==> src/rtl/alu_ctrl_seq.sv <==
// alu_ctrl_seq: registered ALU control decoder with valid/ready handshakes and a
// mul/div sequencer (request/done with timeout abort).
//
// Optional feature macro: M_EXT_EN
//   defined   -> MULDIV decode, MD_WAIT state, md_req/md_abort/md_timeout/MD_Op live
//   undefined -> R-type with Funct7_0=1 decodes as NOP; mul/div outputs tied to 0
//
// Ports:
//   CLK, rst_n                 clock (rising edge), async active-low reset
//   in_valid / in_ready        upstream handshake for decoded instruction fields
//   opcode, Funct3, Funct7_5,
//   Funct7_0, undef_instr      instruction fields from the decoder
//   flush                      pipeline flush, highest priority
//   out_valid / out_ready      downstream handshake for the registered control word
//   ALU_Ctrl, Sub, Unsigned,
//   Shift_Right, Arith         control word (op class + mode bits)
//   MD_Op                      latched Funct3 for the mul/div unit
//   md_req / md_done           mul/div request level / result-ready pulse
//   md_abort                   one-cycle pulse on flush or timeout while waiting
//   md_timeout                 sticky timeout error, cleared only by reset
module alu_ctrl_seq #(
    parameter int unsigned ALU_CTRL_W = 4,
    parameter int unsigned MD_TIMEOUT = 64,
    parameter int unsigned CNT_W      = 7
) (
    input  logic                  CLK,
    input  logic                  rst_n,
    input  logic                  in_valid,
    output logic                  in_ready,
    input  logic [6:0]            opcode,
    input  logic [2:0]            Funct3,
    input  logic                  Funct7_5,
    input  logic                  Funct7_0,
    input  logic                  undef_instr,
    input  logic                  flush,
    output logic                  out_valid,
    input  logic                  out_ready,
    output logic [ALU_CTRL_W-1:0] ALU_Ctrl,
    output logic                  Sub,
    output logic                  Unsigned,
    output logic                  Shift_Right,
    output logic                  Arith,
    output logic [2:0]            MD_Op,
    output logic                  md_req,
    input  logic                  md_done,
    output logic                  md_abort,
    output logic                  md_timeout
);

    if (ALU_CTRL_W < 3 || MD_TIMEOUT < 2 || (2 ** CNT_W) <= MD_TIMEOUT) begin : g_bad_params
        $error("alu_ctrl_seq: illegal parameter combination");
    end

    localparam logic [ALU_CTRL_W-1:0] C_ADD    = ALU_CTRL_W'(0);
    localparam logic [ALU_CTRL_W-1:0] C_SLT    = ALU_CTRL_W'(1);
    localparam logic [ALU_CTRL_W-1:0] C_LOGIC  = ALU_CTRL_W'(2);
    localparam logic [ALU_CTRL_W-1:0] C_SHIFT  = ALU_CTRL_W'(3);
    localparam logic [ALU_CTRL_W-1:0] C_BRANCH = ALU_CTRL_W'(4);
    localparam logic [ALU_CTRL_W-1:0] C_PASSB  = ALU_CTRL_W'(5);
    localparam logic [ALU_CTRL_W-1:0] C_NOP    = '1;

    localparam logic [6:0] OP_R      = 7'b0110011;
    localparam logic [6:0] OP_IMM    = 7'b0010011;
    localparam logic [6:0] OP_LOAD   = 7'b0000011;
    localparam logic [6:0] OP_STORE  = 7'b0100011;
    localparam logic [6:0] OP_BRANCH = 7'b1100011;
    localparam logic [6:0] OP_JAL    = 7'b1101111;
    localparam logic [6:0] OP_JALR   = 7'b1100111;
    localparam logic [6:0] OP_AUIPC  = 7'b0010111;
    localparam logic [6:0] OP_LUI    = 7'b0110111;

    typedef enum logic [0:0] {IDLE, MD_WAIT} state_t;

    typedef struct packed {
        logic [ALU_CTRL_W-1:0] alu;
        logic                  sub;
        logic                  uns;
        logic                  sr;
        logic                  ar;
    } ctrl_t;

    localparam ctrl_t NOP_WORD = '{alu: C_NOP, sub: 1'b0, uns: 1'b0, sr: 1'b0, ar: 1'b0};

    function automatic logic [ALU_CTRL_W-1:0] f3_class(input logic [2:0] f3);
        case (f3)
            3'b000:         return C_ADD;
            3'b010, 3'b011: return C_SLT;
            3'b001, 3'b101: return C_SHIFT;
            default:        return C_LOGIC;
        endcase
    endfunction

    state_t state_q, state_n;
    ctrl_t  word_q, word_n, dec;
    logic   out_valid_q, out_valid_n;
    logic   accept;

    // ---------------- decoder (combinational, from current inputs) -------------
`ifdef M_EXT_EN
    localparam logic [ALU_CTRL_W-1:0] C_MULDIV = ALU_CTRL_W'(6);
    logic dec_md;
`endif

    always_comb begin
        dec = NOP_WORD;
`ifdef M_EXT_EN
        dec_md = 1'b0;
`endif
        if (!undef_instr) begin
            case (opcode)
                OP_R: begin
                    if (!Funct7_0) begin
                        dec.alu = f3_class(Funct3);
                        dec.sub = (Funct3 == 3'b000) && Funct7_5;
                        dec.uns = (Funct3 == 3'b011);
                        dec.sr  = (Funct3 == 3'b101);
                        dec.ar  = (Funct3 == 3'b101) && Funct7_5;
                    end
`ifdef M_EXT_EN
                    else begin
                        dec.alu = C_MULDIV;
                        dec.uns = Funct3[2] && Funct3[0];  // DIVU / REMU
                        dec_md  = 1'b1;
                    end
`endif
                end
                OP_IMM: begin
                    dec.alu = f3_class(Funct3);
                    dec.uns = (Funct3 == 3'b011);
                    dec.sr  = (Funct3 == 3'b101);
                    dec.ar  = (Funct3 == 3'b101) && Funct7_5;
                end
                OP_BRANCH: begin
                    dec.alu = C_BRANCH;
                    dec.sub = 1'b1;
                    dec.uns = (Funct3[2:1] == 2'b11);
                end
                OP_LUI: dec.alu = C_PASSB;
                OP_LOAD, OP_STORE, OP_JAL, OP_JALR, OP_AUIPC: dec.alu = C_ADD;
                default: dec = NOP_WORD;
            endcase
        end
    end

    assign in_ready = (state_q == IDLE) && (!out_valid_q || out_ready);
    assign accept   = in_valid && in_ready;

    // ---------------- sequencer ------------------------------------------------
`ifdef M_EXT_EN
    logic [CNT_W-1:0] cnt_q, cnt_n;
    logic [2:0]       md_op_q, md_op_n;
    logic             md_req_q, md_req_n;
    logic             md_abort_q, md_abort_n;
    logic             md_to_q, md_to_n;
`else
    logic md_done_unused;
    assign md_done_unused = md_done;
`endif

    always_comb begin
        state_n     = state_q;
        word_n      = word_q;
        out_valid_n = out_valid_q;
`ifdef M_EXT_EN
        cnt_n       = cnt_q;
        md_op_n     = md_op_q;
        md_req_n    = md_req_q;
        md_abort_n  = 1'b0;
        md_to_n     = md_to_q;
`endif
        if (flush) begin
            state_n     = IDLE;
            out_valid_n = 1'b0;
`ifdef M_EXT_EN
            md_req_n    = 1'b0;
            md_abort_n  = (state_q == MD_WAIT);
`endif
        end else begin
            case (state_q)
                IDLE: begin
                    if (accept) begin
                        word_n      = dec;
                        out_valid_n = 1'b1;
`ifdef M_EXT_EN
                        // The MULDIV word is latched now but only presented on completion.
                        if (dec_md) begin
                            out_valid_n = 1'b0;
                            state_n     = MD_WAIT;
                            md_req_n    = 1'b1;
                            md_op_n     = Funct3;
                            cnt_n       = '0;
                        end
`endif
                    end else if (out_ready) begin
                        out_valid_n = 1'b0;
                    end
                end
`ifdef M_EXT_EN
                MD_WAIT: begin
                    if (md_done) begin
                        state_n     = IDLE;
                        md_req_n    = 1'b0;
                        out_valid_n = 1'b1;
                    end else if (cnt_q == CNT_W'(MD_TIMEOUT - 1)) begin
                        state_n     = IDLE;
                        md_req_n    = 1'b0;
                        md_abort_n  = 1'b1;
                        md_to_n     = 1'b1;
                        word_n      = NOP_WORD;
                        out_valid_n = 1'b1;
                    end else begin
                        cnt_n = cnt_q + CNT_W'(1);
                    end
                end
`endif
                default: state_n = IDLE;
            endcase
        end
    end

    always_ff @(posedge CLK or negedge rst_n) begin
        if (!rst_n) begin
            state_q     <= IDLE;
            word_q      <= NOP_WORD;
            out_valid_q <= 1'b0;
`ifdef M_EXT_EN
            cnt_q       <= '0;
            md_op_q     <= '0;
            md_req_q    <= 1'b0;
            md_abort_q  <= 1'b0;
            md_to_q     <= 1'b0;
`endif
        end else begin
            state_q     <= state_n;
            word_q      <= word_n;
            out_valid_q <= out_valid_n;
`ifdef M_EXT_EN
            cnt_q       <= cnt_n;
            md_op_q     <= md_op_n;
            md_req_q    <= md_req_n;
            md_abort_q  <= md_abort_n;
            md_to_q     <= md_to_n;
`endif
        end
    end

    assign out_valid   = out_valid_q;
    assign ALU_Ctrl    = word_q.alu;
    assign Sub         = word_q.sub;
    assign Unsigned    = word_q.uns;
    assign Shift_Right = word_q.sr;
    assign Arith       = word_q.ar;

`ifdef M_EXT_EN
    assign MD_Op      = md_op_q;
    assign md_req     = md_req_q;
    assign md_abort   = md_abort_q;
    assign md_timeout = md_to_q;
`else
    assign MD_Op      = '0;
    assign md_req     = 1'b0;
    assign md_abort   = 1'b0;
    assign md_timeout = 1'b0;
`endif

endmodule

==> config.mk <==
export PLATFORM = sky130hd
export DESIGN_NAME = alu_ctrl_seq
export DESIGN_NICKNAME = d
export VERILOG_FILES = /design/src/rtl/alu_ctrl_seq.sv
export SDC_FILE = /design/constraint.sdc
export NUM_CORES = 1
export LEC_CHECK = 0
export CAP_MARGIN = 40
export CORE_UTILIZATION = 45
export CTS_BUF_LIST = sky130_fd_sc_hd__clkbuf_16
export DETAILED_ROUTE_END_ITERATION = 16
export DONT_BUFFER_PORTS = 1
export PLACE_DENSITY = 0.65
export SLEW_MARGIN = 20
export SYNTH_ARGS = -nofsm -noshare
export SYNTH_HDL_FRONTEND = slang
export SYNTH_SLANG_ARGS = --single-unit
==> constraint.sdc <==
create_clock -name CLK -period 1.5 [get_ports CLK]
set_input_delay 0.15 -clock CLK [delete_from_list [all_inputs] [get_ports CLK]]
set_output_delay 0.15 -clock CLK [all_outputs]
set_load 0.005 [all_outputs]
=== Yosys cells after proc, flatten, opt, wreduce, memory -nomap -nowiden ===
Index checks and enable logic that the tools add are counted.

* Memory bits (read-only): 0
* Output and inout bits: 16
* Memory bits (writable): 0
* Memories: 0
* Latch bits: 0
* Input port bits: 19
* Flip-flop bits (word level): 9

* $mul: 0
* Bitwise gates (word level): 1
* Equal/unequal tests: 14
* $lt $le $gt $ge: 0
* Muxes and demuxes: 10
* Div/mod/pow operators: 0
* Add/subtract/negate cells: 0
* Reduce and logical (&&, ||, !) cells: 11
* Shift-type cells: 0

{| class="wikitable"
|+ Operators by type and width
! cell !! count
|-
| 7-bit by 6-bit equality test with 1-bit output, second input constant || 3
|-
| 7-bit equality test, second input constant || 3
|-
| 4-bit one-hot mux with 5 select lines || 1
|-
| 8-bit 2-to-1 mux || 2
|-
| 7-bit by 5-bit equality test with 1-bit output, second input constant || 2
|-
| 7-bit by 2-bit equality test with 1-bit output, second input constant || 1
|-
| 3-bit by 2-bit equality test with 1-bit output, second input constant || 2
|-
| 2-bit one-hot mux with 3 select lines || 1
|-
| 5-bit OR reduction || 1
|-
| 2-bit one-hot mux with 2 select lines || 1
|-
| 2-bit OR reduction || 2
|-
| 3-bit by 1-bit equality test with 1-bit output, second input constant || 1
|-
| 3-bit equality test, second input constant || 1
|-
| 1-bit logical AND || 3
|-
| 3-bit zero test || 1
|-
| 1-bit 2-to-1 mux || 3
|-
| 1-bit one-hot mux with 3 select lines || 1
|-
| 3-bit nonzero test || 1
|-
| 2-bit equality test, second input constant || 1
|-
| 1-bit one-hot mux with 2 select lines || 1
|-
| 2-bit AND reduction || 1
|-
| 1-bit zero test || 1
|-
| 1-bit logical OR || 1
|-
| 1-bit inverter || 1
|}

=== Depth between registers and ports, before layout ===
Gate-level depths: netlist of run 1.

* Word-level depth: 6
* Depth in mapped cells: 5
* Depth with buffers taken out: 5

=== Least setup slack after synthesis of run 1 ===
Ideal clock, no wire load.

* Kind: register -> register
* From: register out_valid_q (netlist: out_valid)
* To: register word_q (netlist bit ALU_Ctrl[0])
* Clock period less this slack: 1.338 ns
* Buffers on the path: 0
* Setup slack: 0.162 ns
* Cell stages (with the launch flop): 5
* Data arrival time: 1.255 ns
* Required time: 1.417 ns
* Cells stage by stage: dfrtp_1 > nor2b_4 > nor3b_4 > nand3_2 > o32a_1

* Longest elaborated chain between the ends: 4

{| class="wikitable"
|+ Ends and longest elaborated chain
! item !! line !! RTL
|-
| start: declaration || 95 || <nowiki>logic out_valid_q, out_valid_n;</nowiki>
|-
| start signal: assignment || 236 || <nowiki>out_valid_q <= out_valid_n;</nowiki>
|-
| 1-bit zero test || 145 || <nowiki>assign in_ready = (state_q == IDLE) && (!out_valid_q || out_ready);</nowiki>
|-
| 1-bit logical OR || 145 ||
|-
| 1-bit logical AND || 146 || <nowiki>assign accept = in_valid && in_ready;</nowiki>
|-
| 2-bit AND reduction (no line) || -- ||
|-
| end signal: assignment || 235 || <nowiki>word_q <= word_n;</nowiki>
|-
| end: declaration || 94 || <nowiki>ctrl_t word_q, word_n, dec;</nowiki>
|}

No other way between the ends.
A chain may end at the register's enable or synchronous reset.

=== Worst setup path in the final report of run 1 ===
Same ends and word-level chain as after synthesis.

==> impl_metrics.yaml, run 1 <==
outcome:
  status: "finished clean"
floorplan:
  initial_core_util_pct: 51.6
  chipWidth_microns: 38.9
  core_sq_mm: 0.00119
  num_rows: 12
  die_h_microns: 38.9
  die_area_sq_mm: 0.00151
  io_pins: 35
clock_tree:
  cts_buffers: 3
  cts-resized-gates: 0
  clock_path_buffers: 2
  cts_tree: "done"
  hold_buffers: 2
  clkTransAtPathRegs_ps: 40
  root_buffer: "clkbuf_16"
  clock_latency_ps: 230
  htree_levels: 1
  cts_setup_buffers: 0
  cts.sinks: 9
timing:
  rsz0062_at_grt: "false"
  hold_viol: 0
  final_max_slew_viol_count: 0
  finalSetupViolations: 0
  fin_crit_sh_pct: 87.8
  max_clock_freq_mhz: 759
  fin_setup_tns_ps: 0
  min_period_ps: 1320
  setup_ws_ps: 183
  finalClockSkew_ps: 0.572
  hold_ws_ps: 24.1
power_and_ir_drop:
  swShare_pct: 18.8
  seq_power_share_pct: 33.3
  p_clk_share_pct: 58.6
  pwr-share-comb_pct: 8.1
  ir_drop_mv: 0.530
  p_per_area_mw_per_mm2: 1100
  power_switching_uw: 146
  cellLeakagePower_uw: 0.000274
  p_int_uw: 633
placement:
  io_buffers: 0
  place_hpwl_microns: 1020
  pre_cts_ws_ps: 178
  dpl-instance-area_sq_um: 611
  gp_congestion: 0.853
setup_path:
  critPathLaunchType: "flop"
  crit_required_ps: 1660
  arrival_ps: 1470
  crit_fanout: 4
  cp-end-kind: "flop"
  crit_type: "flop to flop"
finish:
  final_area_sq_um: 709
  final_nets: 91
  drive_above_1_share_pct: 23.9
  synthToLayoutAreaGrowth_pct: 16.0
  antenna_cells: 0
drt:
  wl_per_cell_microns: 14.5
  drtPass1Iterations: 2
  num_vias: 519
  antenna_left: 0
  vias_per_cell: 6.11
  dr.first_iter.drc_count: 2
  drcViolationCount: 0
  routed_wl_microns: 1240
grt:
  grt_pass1_wl_microns: 2070
  first_global_vias: 531
  grtUsageTotal_pct: 20.7
  grt_start_max_net_pins: 10
  grt_antenna_before_repair: 0
  grt.overflow.total: 0
synthesis:
  synth_cell_types: 30
  ys_warn_count: 0
  syn_area_per_cell_sq_um: 9.41
  synth_cells: 65
  ys_seq_area_share_pct: 37.6
  synth_area_sq_um: 612
  ys_ff_latch: 9
worst_hold_path:
  hold_path.class: "primary input to flop"
job:
  drv_cap: 0
[cell usage after synthesis, drive strengths merged]
library cell	number	area (sq um)
nor2b	1	13.8
nor4b	1	8.76
nand2b	3	18.8
a21oi	2	10.0
a21boi	2	18.8
nand3b	2	15.0
nand4	2	12.5
o22a	2	20.0
conb	1	3.75
o32a	2	20.0
nand2	7	26.3
o21ai	3	15.0
nand3	1	10.0
nor4	3	25.0
inv	2	7.51
a31oi	1	6.26
dfrtp	5	125
a41oi	1	8.76
o31ai	1	7.51
a211oi	1	12.5
nor2	7	26.3
and3	1	7.51
a2111oi	1	8.76
dfstp	4	105
buf	6	45.0
and2b	1	7.51
nor3b	2	26.3
[sequential cells by signal, indices dropped and copies added, names as in the netlist]
register	cells
ALU_Ctrl	4
Arith	1
Shift_Right	1
Sub	1
Unsigned	1
out_valid	1
[final cells by class]
class	instances	area [sq um]
repair buffers	3	27.5
flip-flops and latches	9	230
multi-input cells	53	348
clock buffers	3	75.1
fillers	116	477
well taps	14	17.5
inverters	2	7.51
clock inverters	1	3.75
[metrics by stage]
step                cells  power [uW]  utilization, %
global placement       79         317            51.5
global route           85         813            59.8
detailed placement     79         318            51.5
CTS                    85         785            59.8
floorplan              70         319               -
finish                 85         779            59.8
[path summary, 6_finish.rpt]
kind | slack [ps] | cells after the start | endpoint | startpoint
max | 180 | 4 | ALU_Ctrl[0]$_DFFE_PN1P_ | out_valid$_DFFE_PN0P_
min reg2reg | 500 | 2 | Shift_Right$_DFFE_PN0P_ | Shift_Right$_DFFE_PN0P_
min in group asynchronous | 290 | 1 | Unsigned$_DFFE_PN0P_ | rst_n
max reg2reg | 180 | 4 | ALU_Ctrl[0]$_DFFE_PN1P_ | out_valid$_DFFE_PN0P_
min | 20 | 1 | Sub$_DFFE_PN0P_ | undef_instr
max in group asynchronous | 900 | 1 | ALU_Ctrl[0]$_DFFE_PN1P_ | rst_n
[kinds of logic (layout without fill, tap and decap cells)]
kind of cell	count (synthesis)	count (layout)	synth area share (%)
flops	9	9	37.6
compound gates	16	16	20.9
buf+inv	8	9	8.59
simple gates	31	31	32.3
other cells	1	6	0.613
[cells in the final DEF, fill, tap and decap left out]
| cell type | count |
|---|---|
| a31oi_1 | 1 |
| nor4_1 | 2 |
| nor3b_4 | 1 |
| dlygate4sd3_1 | 2 |
| nand3b_1 | 2 |
| nand2b_1 | 3 |
| a21boi_0 | 1 |
| buf_4 | 1 |
| nor4_2 | 1 |
| nor2b_4 | 1 |
| and2b_1 | 1 |
| a41oi_1 | 1 |
| nor3b_1 | 1 |
| a211oi_2 | 1 |
| clkbuf_16 | 3 |
| a2111oi_0 | 1 |
| o22a_2 | 2 |
| nor2_1 | 7 |
| inv_1 | 3 |
| a21boi_2 | 1 |
| nor4b_1 | 1 |
| and3_2 | 1 |
| dfrtp_1 | 5 |
| o32a_1 | 2 |
| nand3_2 | 1 |
| nand2_1 | 7 |
| nand4_1 | 2 |
| o31ai_1 | 1 |
| dfstp_2 | 4 |
| a21oi_1 | 2 |
| o21ai_0 | 3 |
| conb_1 | 6 |
[metal layers]
metal | track usage (%) | share of wire (%) | routed length [microns] | vias to the layer above
met1 | 22.6 | 41 | 512 | 247
met5 | 0 | 0 | 0 | -
met2 | 32.1 | 48 | 593 | 26
li1 | - | - | - | 242
met4 | 13.8 | 2.3 | 29 | 0
met3 | 8.67 | 8.2 | 101 | 4
[worst max-delay path, stage by stage (launching register included)]
cell and delay [ps]:
dfrtp_1 380, nor2b_4 150, nor3b_4 210, nand3_2 140, o32a_1 360
[power by group through the flow]
stage               logic [uW]  registers [uW]  clock network [uW]
global route              71.2             261                 481
floorplan                 57.8             262                   0
detailed placement        54.6             263                   0
CTS                       63.6             260                 461
finish                    63.0             260                 457
global placement          54.5             263                   0
Note: power is estimated with default switching activity, not from simulation.
==> inputs of run 2 (changes only) <==
CORE_AREA = 2 2 39 41   (was default)
CORE_UTILIZATION = default   (was 45)
DIE_AREA = 0 0 41 43   (was default)
PLACE_DENSITY = 0.66   (was 0.65)
==> run 2 against run 1 <==
Net effect: maximum frequency increased by 2.6%; critical endpoint unchanged; power increased by 1.3%; highest routed layer unchanged; critical path type unchanged; register-to-register slack improved by 30 ps; largest cell class unchanged; sequential share of layout area decreased by 0.11 points; clock skew increased by 2.9 ps; via count decreased by 6.4%; clock power increased by 2%; worst hold slack got worse by 13 ps.
==> impl_metrics.yaml, run 2 (same netlist as run 1, synthesis figures left out) <==
clock_tree:
  clock_latency_ps: 230
  cts_buffers: 3
  cts_setup_buffers: 0
  htree_levels: 1
  clkTransAtPathRegs_ps: 40
  cts.sinks: 9
  root_buffer: "clkbuf_16"
  clock_path_buffers: 2
  hold_buffers: 2
  cts-resized-gates: 0
  cts_tree: "done"
drt:
  wl_per_cell_microns: 14.8
  drcViolationCount: 0
  drtPass1Iterations: 3
  num_vias: 486
  routed_wl_microns: 1290
  vias_per_cell: 5.59
  antenna_left: 0
  dr.first_iter.drc_count: 4
setup_path:
  critPathLaunchType: "flop"
  reg2reg_to: "ALU_Ctrl[0]$_DFFE_PN1P_"
  r2r_slack_ps: 220
  cp-end-kind: "flop"
  crit_required_ps: 1660
  arrival_ps: 1440
  crit_fanout: 4
  reg2reg_depth: 4
  crit_type: "flop to flop"
  reg2reg_from: "out_valid$_DFFE_PN0P_"
finish:
  antenna_cells: 0
  post-route-util_pct: 51.4
  drive_above_1_share_pct: 23.9
  largest_reg_flops: 4
  fillCellCount: 128
  final_nets: 91
  final_cell_mix: "7 x nor2_1, 7 x nand2_1, 6 x conb_1"
  multi_input_area_sq_um: 348
  synthToLayoutAreaGrowth_pct: 16.4
  seqCellArea_sq_um: 230
worst_hold_path:
  hold_depth: 1
  holdPathEnd: "Sub$_DFFE_PN0P_"
  hold_path.class: "primary input to flop"
  holdCritStartpoint: "undef_instr"
timing:
  fin_crit_sh_pct: 85.6
  finalSetupViolations: 0
  final_max_slew_viol_count: 0
  finalClockSkew_ps: 3.48
  hold_viol: 0
  fin_setup_tns_ps: 0
  max_clock_freq_mhz: 779
  rsz0062_at_grt: "false"
  min_period_ps: 1280
  hold_ws_ps: 11.1
power_and_ir_drop:
  p_per_area_mw_per_mm2: 1110
  ir_drop_mv: 0.501
  cellLeakagePower_uw: 0.000274
floorplan:
  die_area_sq_mm: 0.00176
  chipWidth_microns: 41
  num_rows: 14
  initial_core_util_pct: 44.2
  die_h_microns: 43
  core_sq_mm: 0.00138
  io_pins: 35
outcome:
  status: "finished clean"
grt:
  grt_pass1_wl_microns: 2030
  grt_antenna_before_repair: 0
  first_global_vias: 479
  grtUsageTotal_pct: 17.0
  grt_start_max_net_pins: 10
  grt.overflow.total: 0
job:
  drv_cap: 0
placement:
  place_hpwl_microns: 1010
  io_buffers: 0
  gp_congestion: 0.815
[run 2: cell counts in the layout (fill, tap and decap cells not counted)]
Identical to the previous run, type by type.
[run 2: layer usage]
metal  vias up  GRT usage (%)  share of wire, %
met1       228           20.1                39
met2        14           25.3                51
met3         2           5.76               8.9
li1        242              -                 -
met5         -              0                 0
met4         0           10.0               1.3
[run 2: worst max-delay path, stage by stage, from the launching register on]
cell	delay, ps
dfrtp_1	380
nor2b_4	150
nor3b_4	190
nand3_2	130
o32a_1	360
[run 2: cell type report]
cell class,instances,area share [%]
timing repair buffer,3,3.87
inverter,2,1.05
tap,16,2.81
multi-input combinational,53,48.9
clock inverter,1,0.527
clock buffer,3,10.5
sequential,9,32.3
[run 2: how the worst max path moves through the flow]
stage                               start                 endpoint  cells past startpoint
floorplan           out_valid$_DFFE_PN0P_  ALU_Ctrl[0]$_DFFE_PN1P_                      4
global placement    out_valid$_DFFE_PN0P_  ALU_Ctrl[0]$_DFFE_PN1P_                      4
detailed placement  out_valid$_DFFE_PN0P_  ALU_Ctrl[0]$_DFFE_PN1P_                      4
CTS                 out_valid$_DFFE_PN0P_  ALU_Ctrl[0]$_DFFE_PN1P_                      4
global route        out_valid$_DFFE_PN0P_  ALU_Ctrl[0]$_DFFE_PN1P_                      4
finish              out_valid$_DFFE_PN0P_  ALU_Ctrl[0]$_DFFE_PN1P_                      4
[run 2: power by group]
part           total [uW]  switching [uW]  internal, uW
combinational        63.2            32.6          30.6
clock                 466             118           348
sequential            260            5.14           255
total                 789             155           634
[run 2: stage by stage]
step | std cells | total power (uW) | cell area (sq um) | setup slack (ps)
after floorplan | 70 | 319 | 631 | 162
after global placement | 81 | 317 | 613 | 208
after detailed placement | 81 | 318 | 613 | 200
after CTS | 87 | 798 | 712 | 196
after global routing | 87 | 826 | 712 | 140
final | 87 | 789 | 712 | 216
